--- src/rtl/imem_boot_loader.sv ---
// imem_boot_loader: streams a big-endian program image from a byte source into instruction memory, then releases the CPU
// Ports:
//   clk, reset              rising-edge clock, synchronous active-high reset
//   start                   begin a load (sampled only while idle)
//   rx_valid, rx_data       byte source handshake and payload
//   rx_ready                loader can accept a byte this cycle
//   imem_we/addr/wdata      one-cycle instruction-memory write port
//   cpu_hold                holds the processor until the image is written
//   done                    load complete, sticky until reset
//   overflow                image held more words than the memory depth
module imem_boot_loader #(
    parameter int ADDR_W = 8
) (
    input  logic              clk,
    input  logic              reset,
    input  logic              start,
    input  logic              rx_valid,
    input  logic [7:0]        rx_data,
    output logic              rx_ready,
    output logic              imem_we,
    output logic [ADDR_W-1:0] imem_addr,
    output logic [31:0]       imem_wdata,
    output logic              cpu_hold,
    output logic              done,
    output logic              overflow
);
    typedef enum logic [2:0] {IDLE, LEN_HI, LEN_LO, DATA, LAST, DONE} state_t;
    localparam logic [16:0] DEPTH = 17'(2 ** ADDR_W);
    state_t      state, state_nx;
    logic [15:0] len;
    logic [1:0]  byte_cnt;
    logic [16:0] word_cnt;
    logic [31:0] asm_word;
    logic        xfer, word_done, last_word;
    assign xfer      = rx_valid & rx_ready;
    assign word_done = (state == DATA) && xfer && (byte_cnt == 2'd3);
    assign last_word = (word_cnt + 17'd1) == {1'b0, len};
    assign done      = state == DONE;
    assign cpu_hold  = state != DONE;
    always_ff @(posedge clk) begin
        if (reset) state <= IDLE;
        else       state <= state_nx;
    end
    always_comb begin
        state_nx = state;
        rx_ready = (state == LEN_HI) || (state == LEN_LO) || (state == DATA);
        case (state)
            IDLE:    state_nx = start ? LEN_HI : IDLE;
            LEN_HI:  state_nx = xfer ? LEN_LO : LEN_HI;
            LEN_LO:  state_nx = !xfer ? LEN_LO : ({len[15:8], rx_data} == 16'd0) ? DONE : DATA;
            DATA:    state_nx = (word_done && last_word) ? LAST : DATA;
            LAST:    state_nx = DONE;
            DONE:    state_nx = DONE;
            default: state_nx = IDLE;
        endcase
    end
    // The write port has its own registers so a byte accepted during the
    // write cycle can already start assembling the next word.
    always_ff @(posedge clk) begin
        if (reset) begin
            len        <= '0;
            byte_cnt   <= '0;
            word_cnt   <= '0;
            asm_word   <= '0;
            imem_we    <= 1'b0;
            imem_addr  <= '0;
            imem_wdata <= '0;
            overflow   <= 1'b0;
        end else begin
            imem_we <= 1'b0;
            if (state == LEN_HI && xfer) len[15:8] <= rx_data;
            if (state == LEN_LO && xfer) begin
                len[7:0] <= rx_data;
                byte_cnt <= '0;
                word_cnt <= '0;
            end
            if (state == DATA && xfer) begin
                asm_word <= {asm_word[23:0], rx_data};
                byte_cnt <= byte_cnt + 2'd1;
            end
            if (word_done) begin
                imem_wdata <= {asm_word[23:0], rx_data};
                imem_addr  <= word_cnt[ADDR_W-1:0];
                imem_we    <= word_cnt < DEPTH;
                overflow   <= overflow | (word_cnt >= DEPTH);
                word_cnt   <= word_cnt + 17'd1;
            end
        end
    end
endmodule

--- config.mk ---
export PLATFORM = sky130hd
export DESIGN_NAME = imem_boot_loader
export DESIGN_NICKNAME = d
export VERILOG_FILES = /design/src/rtl/imem_boot_loader.sv
export SDC_FILE = /design/constraint.sdc
export NUM_CORES = 1
export LEC_CHECK = 0
export ABC_CLOCK_PERIOD_IN_PS = 4090
export BUFFER_PORTS_ARGS = -buffer_cell sky130_fd_sc_hd__buf_2
export CELL_PAD_IN_SITES_DETAIL_PLACEMENT = 1
export CELL_PAD_IN_SITES_GLOBAL_PLACEMENT = 2
export CORE_MARGIN = 1
export CORE_UTILIZATION = 36
export DETAILED_ROUTE_END_ITERATION = 12
export PLACE_DENSITY = 0.81
export SLEW_MARGIN = 20
export SYNTH_ARGS = -nofsm -noshare
export SYNTH_HDL_FRONTEND = slang
export SYNTH_SLANG_ARGS = --single-unit
--- constraint.sdc ---
create_clock -name clk -period 4.09 [get_ports clk]
set_input_delay 0.409 -clock clk [delete_from_list [all_inputs] [get_ports clk]]
set_output_delay 0.409 -clock clk [all_outputs]
set_load 0.05 [all_outputs]
; After elaboration in Yosys (flattened, before gate mapping)
; Index checks and enable logic that the tools add are counted.
[classes]
n_addsub = 2
magnitude_cmp = 2
n_eq_ne = 8
mux = 10
bitwise = 3
reduce_logical = 13
[op_table]
columns = operator, count
row1 = $mux W17, 2
row2 = $add A17 B1 Y17 const B, 1
row3 = $eq A17 B16 Y1, 1
row4 = $ge A17 B9 Y1 const B, 1
row5 = $lt A17 B9 Y1 const B, 1
row6 = $logic_not A16 Y1, 1
row7 = $pmux W3 S5, 1
row8 = $mux W3, 3
row9 = $eq A3 B2 Y1 const B, 2
row10 = $eq A3 B3 Y1 const B, 2
row11 = $mux W2, 3
row12 = $logic_and A1 B1 Y1, 5
row13 = $reduce_bool A2 Y1, 2
row14 = $reduce_or A2 Y1, 2
row15 = $eq A3 B1 Y1 const B, 1
row16 = $logic_not A3 Y1, 1
row17 = $ne A3 B3 Y1 const B, 1
row18 = $add A2 B1 Y2 const B, 1
row19 = $eq A2 B2 Y1 const B, 1
row20 = $logic_or A1 B1 Y1, 2
row21 = $and A1 B1 Y1, 1
row22 = $mux W1, 1
row23 = $not A1 Y1, 1
row24 = $or A1 B1 Y1, 1
[totals]
ff_bits = 104
inputBits = 12
out_inout_bits = 45
wordCells = 48

; Longest topological paths before layout
[logic_depth]
ltp_word = 9
ltp_mapped = 9
mapped_depth_nobuf = 8

; Least setup slack after synthesis
; No wires, ideal clock.
[synth_timing]
kind = register to register
startpoint = register word_cnt[0]
endpoint = register state[1]
setup_time_ns = 0.133
t_arrival_ns = 1.963
path_slack_ns = 1.994
stages_incl_launch_ff = 9
n_path_buf = 1
cell_sequence = dfxtp_1 ha_1 buf_2 nand3_4 nor3_2 nand3_1 or3b_4 a2111oi_4 o22ai_1
[synth_via]
elab_chain_len = 5
[synth_rtl]
columns = element, line_no
row1 = start: declaration, 32  ; logic [16:0] word_cnt;
row2 = start signal: assignment, 86  ; word_cnt <= word_cnt + 17'd1;
row3 = $add A17 B1 Y17, 37  ; assign last_word = (word_cnt + 17'd1) == {1'b0, len};
row4 = $eq A17 B16 Y1, 37
row5 = $logic_and A1 B1 Y1, 51  ; DATA: state_nx = (word_done && last_word) ? LAST : DATA;
row6 = $mux W3, 51
row7 = $pmux W3 S5, 47  ; case (state)
row8 = end signal: assignment, 42  ; else state <= state_nx;
row9 = end: declaration, 29  ; state_t state, state_nx;
; No other way between the ends.
; A chain may end at the register's enable or synchronous reset.

; Final worst setup path
; Same ends and word-level chain as after synthesis.

==> qor.yml <==
global_route:
  gr-total-overflow: 0
  grt_pass1_wl_um: 21300
  grt_usage_pct: 20.6
  antenna_found_initial: 0
  grt_max_degree: 106
  grt_pass1_vias: 4203
placement:
  dpl.cell_count: 785
  port_buffers: 56
  placed_area_mm2: 0.00493
  hpwl_um: 8460
  place.gp.congestion: 0.836
floorplan:
  die_area_mm2: 0.0133
  die_h_um: 115
  placementRows: 41
  fp.coreArea_mm2: 0.0126
  initial_core_util_pct: 36.8
  die_width_um: 115
  top_level_ports: 57
final_layout:
  instances_no_fill: 801
  final_nets: 639
  drive_gt1_share_pct: 14.0
  ff_latch_area_mm2: 0.00208
  area_growth_pct: 13.5
  mostFrequentLayoutCells: "nand2_1, dfxtp_1, a21oi_1, buf_2, nor2_1"
  layout_commonest_cell: "nand2_1"
  nFillCells: 1576
  fin_util_pct: 41.7
  num_antenna_cells: 0
  multi_input_area_mm2: 0.00231
  final_cell_area_mm2: 0.00524
sta:
  whs_ns: 0.356
  rsz0062_at_grt: "false"
  setup_viol: 0
  worst_pin_slew_ns: 1.09
  hold_violations: 0
  fin_worst_skew_ns: 0.00572
  fmax_ghz: 0.351
  tns_ns: 0
  drv_slew: 0
  fin_crit_ns: 2.85
  finalCritPeriodShare_pct: 69.6
  maxSlewHeadroom_pct: 27.5
yosys:
  yosysWarnings: 0
  syn-num-nets: 616
  netlist_area_mm2: 0.00462
  yosys.area.top_type_share_pct: 45.1
  netlist_instances: 601
  synthFlopType: "dfxtp_1"
  synth-edff-count: 0
  avgSynthCellArea_um2: 7.69
  yosysSeqAreaShare_pct: 45.1
  synth_top_area_cell: "dfxtp_1"
  synthTopCellsByArea: "dfxtp_1, nand2_1, a21oi_1"
  yosysUniqueCellTypes: 56
  async_flop_share_pct: 0
  ys_seq_elements: 104
clocking:
  htree_levels: 3
  clock_latency_ns: 0.36
  ctsResizeCount: 0
  tritoncts: "yes"
  clock-root-buffer: "clkbuf_16"
  postCtsHoldBufs: 0
  numCtsBuffers: 9
  clk_pin_slew_ns: 0.07
  clockBufferDepth: 2
  clock_sinks: 104
  cts_setup_buffers: 0
pwr:
  leakagePower_nw: 1.88
  ir_drop_mv: 0.201
  power_density_mw_per_mm2: 393
route:
  drc: 2
  wl_met1_um: 5990
  ant_nets: 0
  top_layer_used: "met4"
  dr.pass1.iters: 8
  via_per_inst: 5.23
  vias: 4193
  wl_um: 12700
  wl_per_cell_um: 15.8
  drtIter0Drc: 160
  dr_wl_met3_um: 428
  wl_met2_um: 6110
setup_path:
  endpoint_kind: "register"
  cp.arrival_ns: 3.04
  crit_buf_inv: 0
  cpLargestDelayFamily: "simple AND/OR/NAND/NOR gates"
  cp_cell_sequence: "ha_1 -> nand3_4 -> nor3_2 -> nand3_1 -> or3b_4 -> a2111oi_4 -> o22ai_1"
  crit_fanout: 13
  crit_path_start_kind: "register"
  cp_slowest_cell: "dfxtp_1"
  crit_required_ns: 4.28
  critPathKind: "register to register"
  cpPeakStageDelay_ns: 0.58
min_path:
  hold_class: "primary input to register"
status:
  violations: "design-rule violations"
  run_status: "finished with violations"
run:
  maxCapViolations: 0
[cells in the mapped netlist (2+ instances only)]
cell type	number
a22oi_1	2
nor2b_1	4
nand3_1	7
nor4_1	10
or4_1	2
a21oi_1	103
nand4_2	2
and4_1	3
and3_1	3
nand2_1	179
o31a_1	2
ha_1	3
nand4_1	11
and2_1	2
nor3_1	7
o22ai_1	2
or3_1	5
xor2_1	9
nor2_1	30
nand2b_1	2
buf_4	5
buf_1	2
buf_2	10
clkbuf_1	29
inv_1	5
o21ai_0	13
xnor2_1	10
dfxtp_1	104
a311oi_1	5
nand3b_1	4
[per-stage QoR]
stage               power, mW  setup WS (ns)
finish                   2.06           1.24
global route             2.15           1.06
detailed placement       1.17           1.31
global placement         1.17           1.50
floorplan                1.14           1.99
CTS                      2.10           1.25
[worst register-to-register path: stages, from the launching register on]
cell and delay [ns]:
dfxtp_1 0.58, ha_1 0.44, nand3_4 0.15, nor3_2 0.26, nand3_1 0.20, or3b_4 0.43, a2111oi_4 0.49, o22ai_1 0.14
[area by class of cell]
| type | instances | share of cell area [%] |
|---|---|---|
| Clock buffer | 10 | 4.56 |
| Clock inverter | 6 | 1.46 |
| Inverter | 5 | 0.358 |
| Multi-Input combinational cell | 445 | 44.0 |
| Sequential cell | 104 | 39.7 |
| Tap cell | 172 | 4.10 |
| Timing Repair Buffer | 59 | 5.82 |
[kinds of logic (layout without fill, tap and decap cells)]
kind of cell | after synthesis | after routing | synth area share, %
AO/OA/AOI/OAI | 140 | 140 | 17.1
XOR/XNOR | 19 | 19 | 3.60
adder cells (fa/ha/maj) | 3 | 3 | 0.813
buffers and inverters | 52 | 80 | 5.07
flip-flops | 104 | 104 | 45.1
multiplexers | 1 | 1 | 0.217
AND/OR/NAND/NOR | 282 | 282 | 28.1
[where the power goes]
part           internal [mW]  switching, mW  total [mW]
Clock                  0.500          0.413       0.914
Sequential              1.02         0.0168        1.04
Combinational         0.0323         0.0757       0.108
Total                   1.56          0.506        2.06
[metal layers]
| layer | track usage, % | up-vias |
|---|---|---|
| li1 | - | 2079 |
| met1 | 26.8 | 2044 |
| met2 | 34.0 | 58 |
| met3 | 4.38 | 12 |
| met4 | 7.10 | 0 |
| met5 | 0 | - |
[path summary, 6_finish.rpt]
kind	start	end	slack [ns]	cells after the start
max	word_cnt[0]$_SDFFE_PP0P_	state[1]$_SDFF_PP0_	1.24	7
min	rx_data[0]	imem_wdata[0]$_SDFFE_PP0P_	0.36	3
max reg2reg	word_cnt[0]$_SDFFE_PP0P_	state[1]$_SDFF_PP0_	1.24	7
min reg2reg	imem_addr[6]$_SDFFE_PP0P_	imem_addr[6]$_SDFFE_PP0P_	0.45	2
[flip-flops by register name (all words and copies together), names as in the netlist]
name	cells
asm_word	24
byte_cnt	2
imem_addr	8
imem_wdata	32
imem_we	1
len	16
overflow	1
state	3
word_cnt	17
Note: power is estimated with default switching activity, not from simulation.
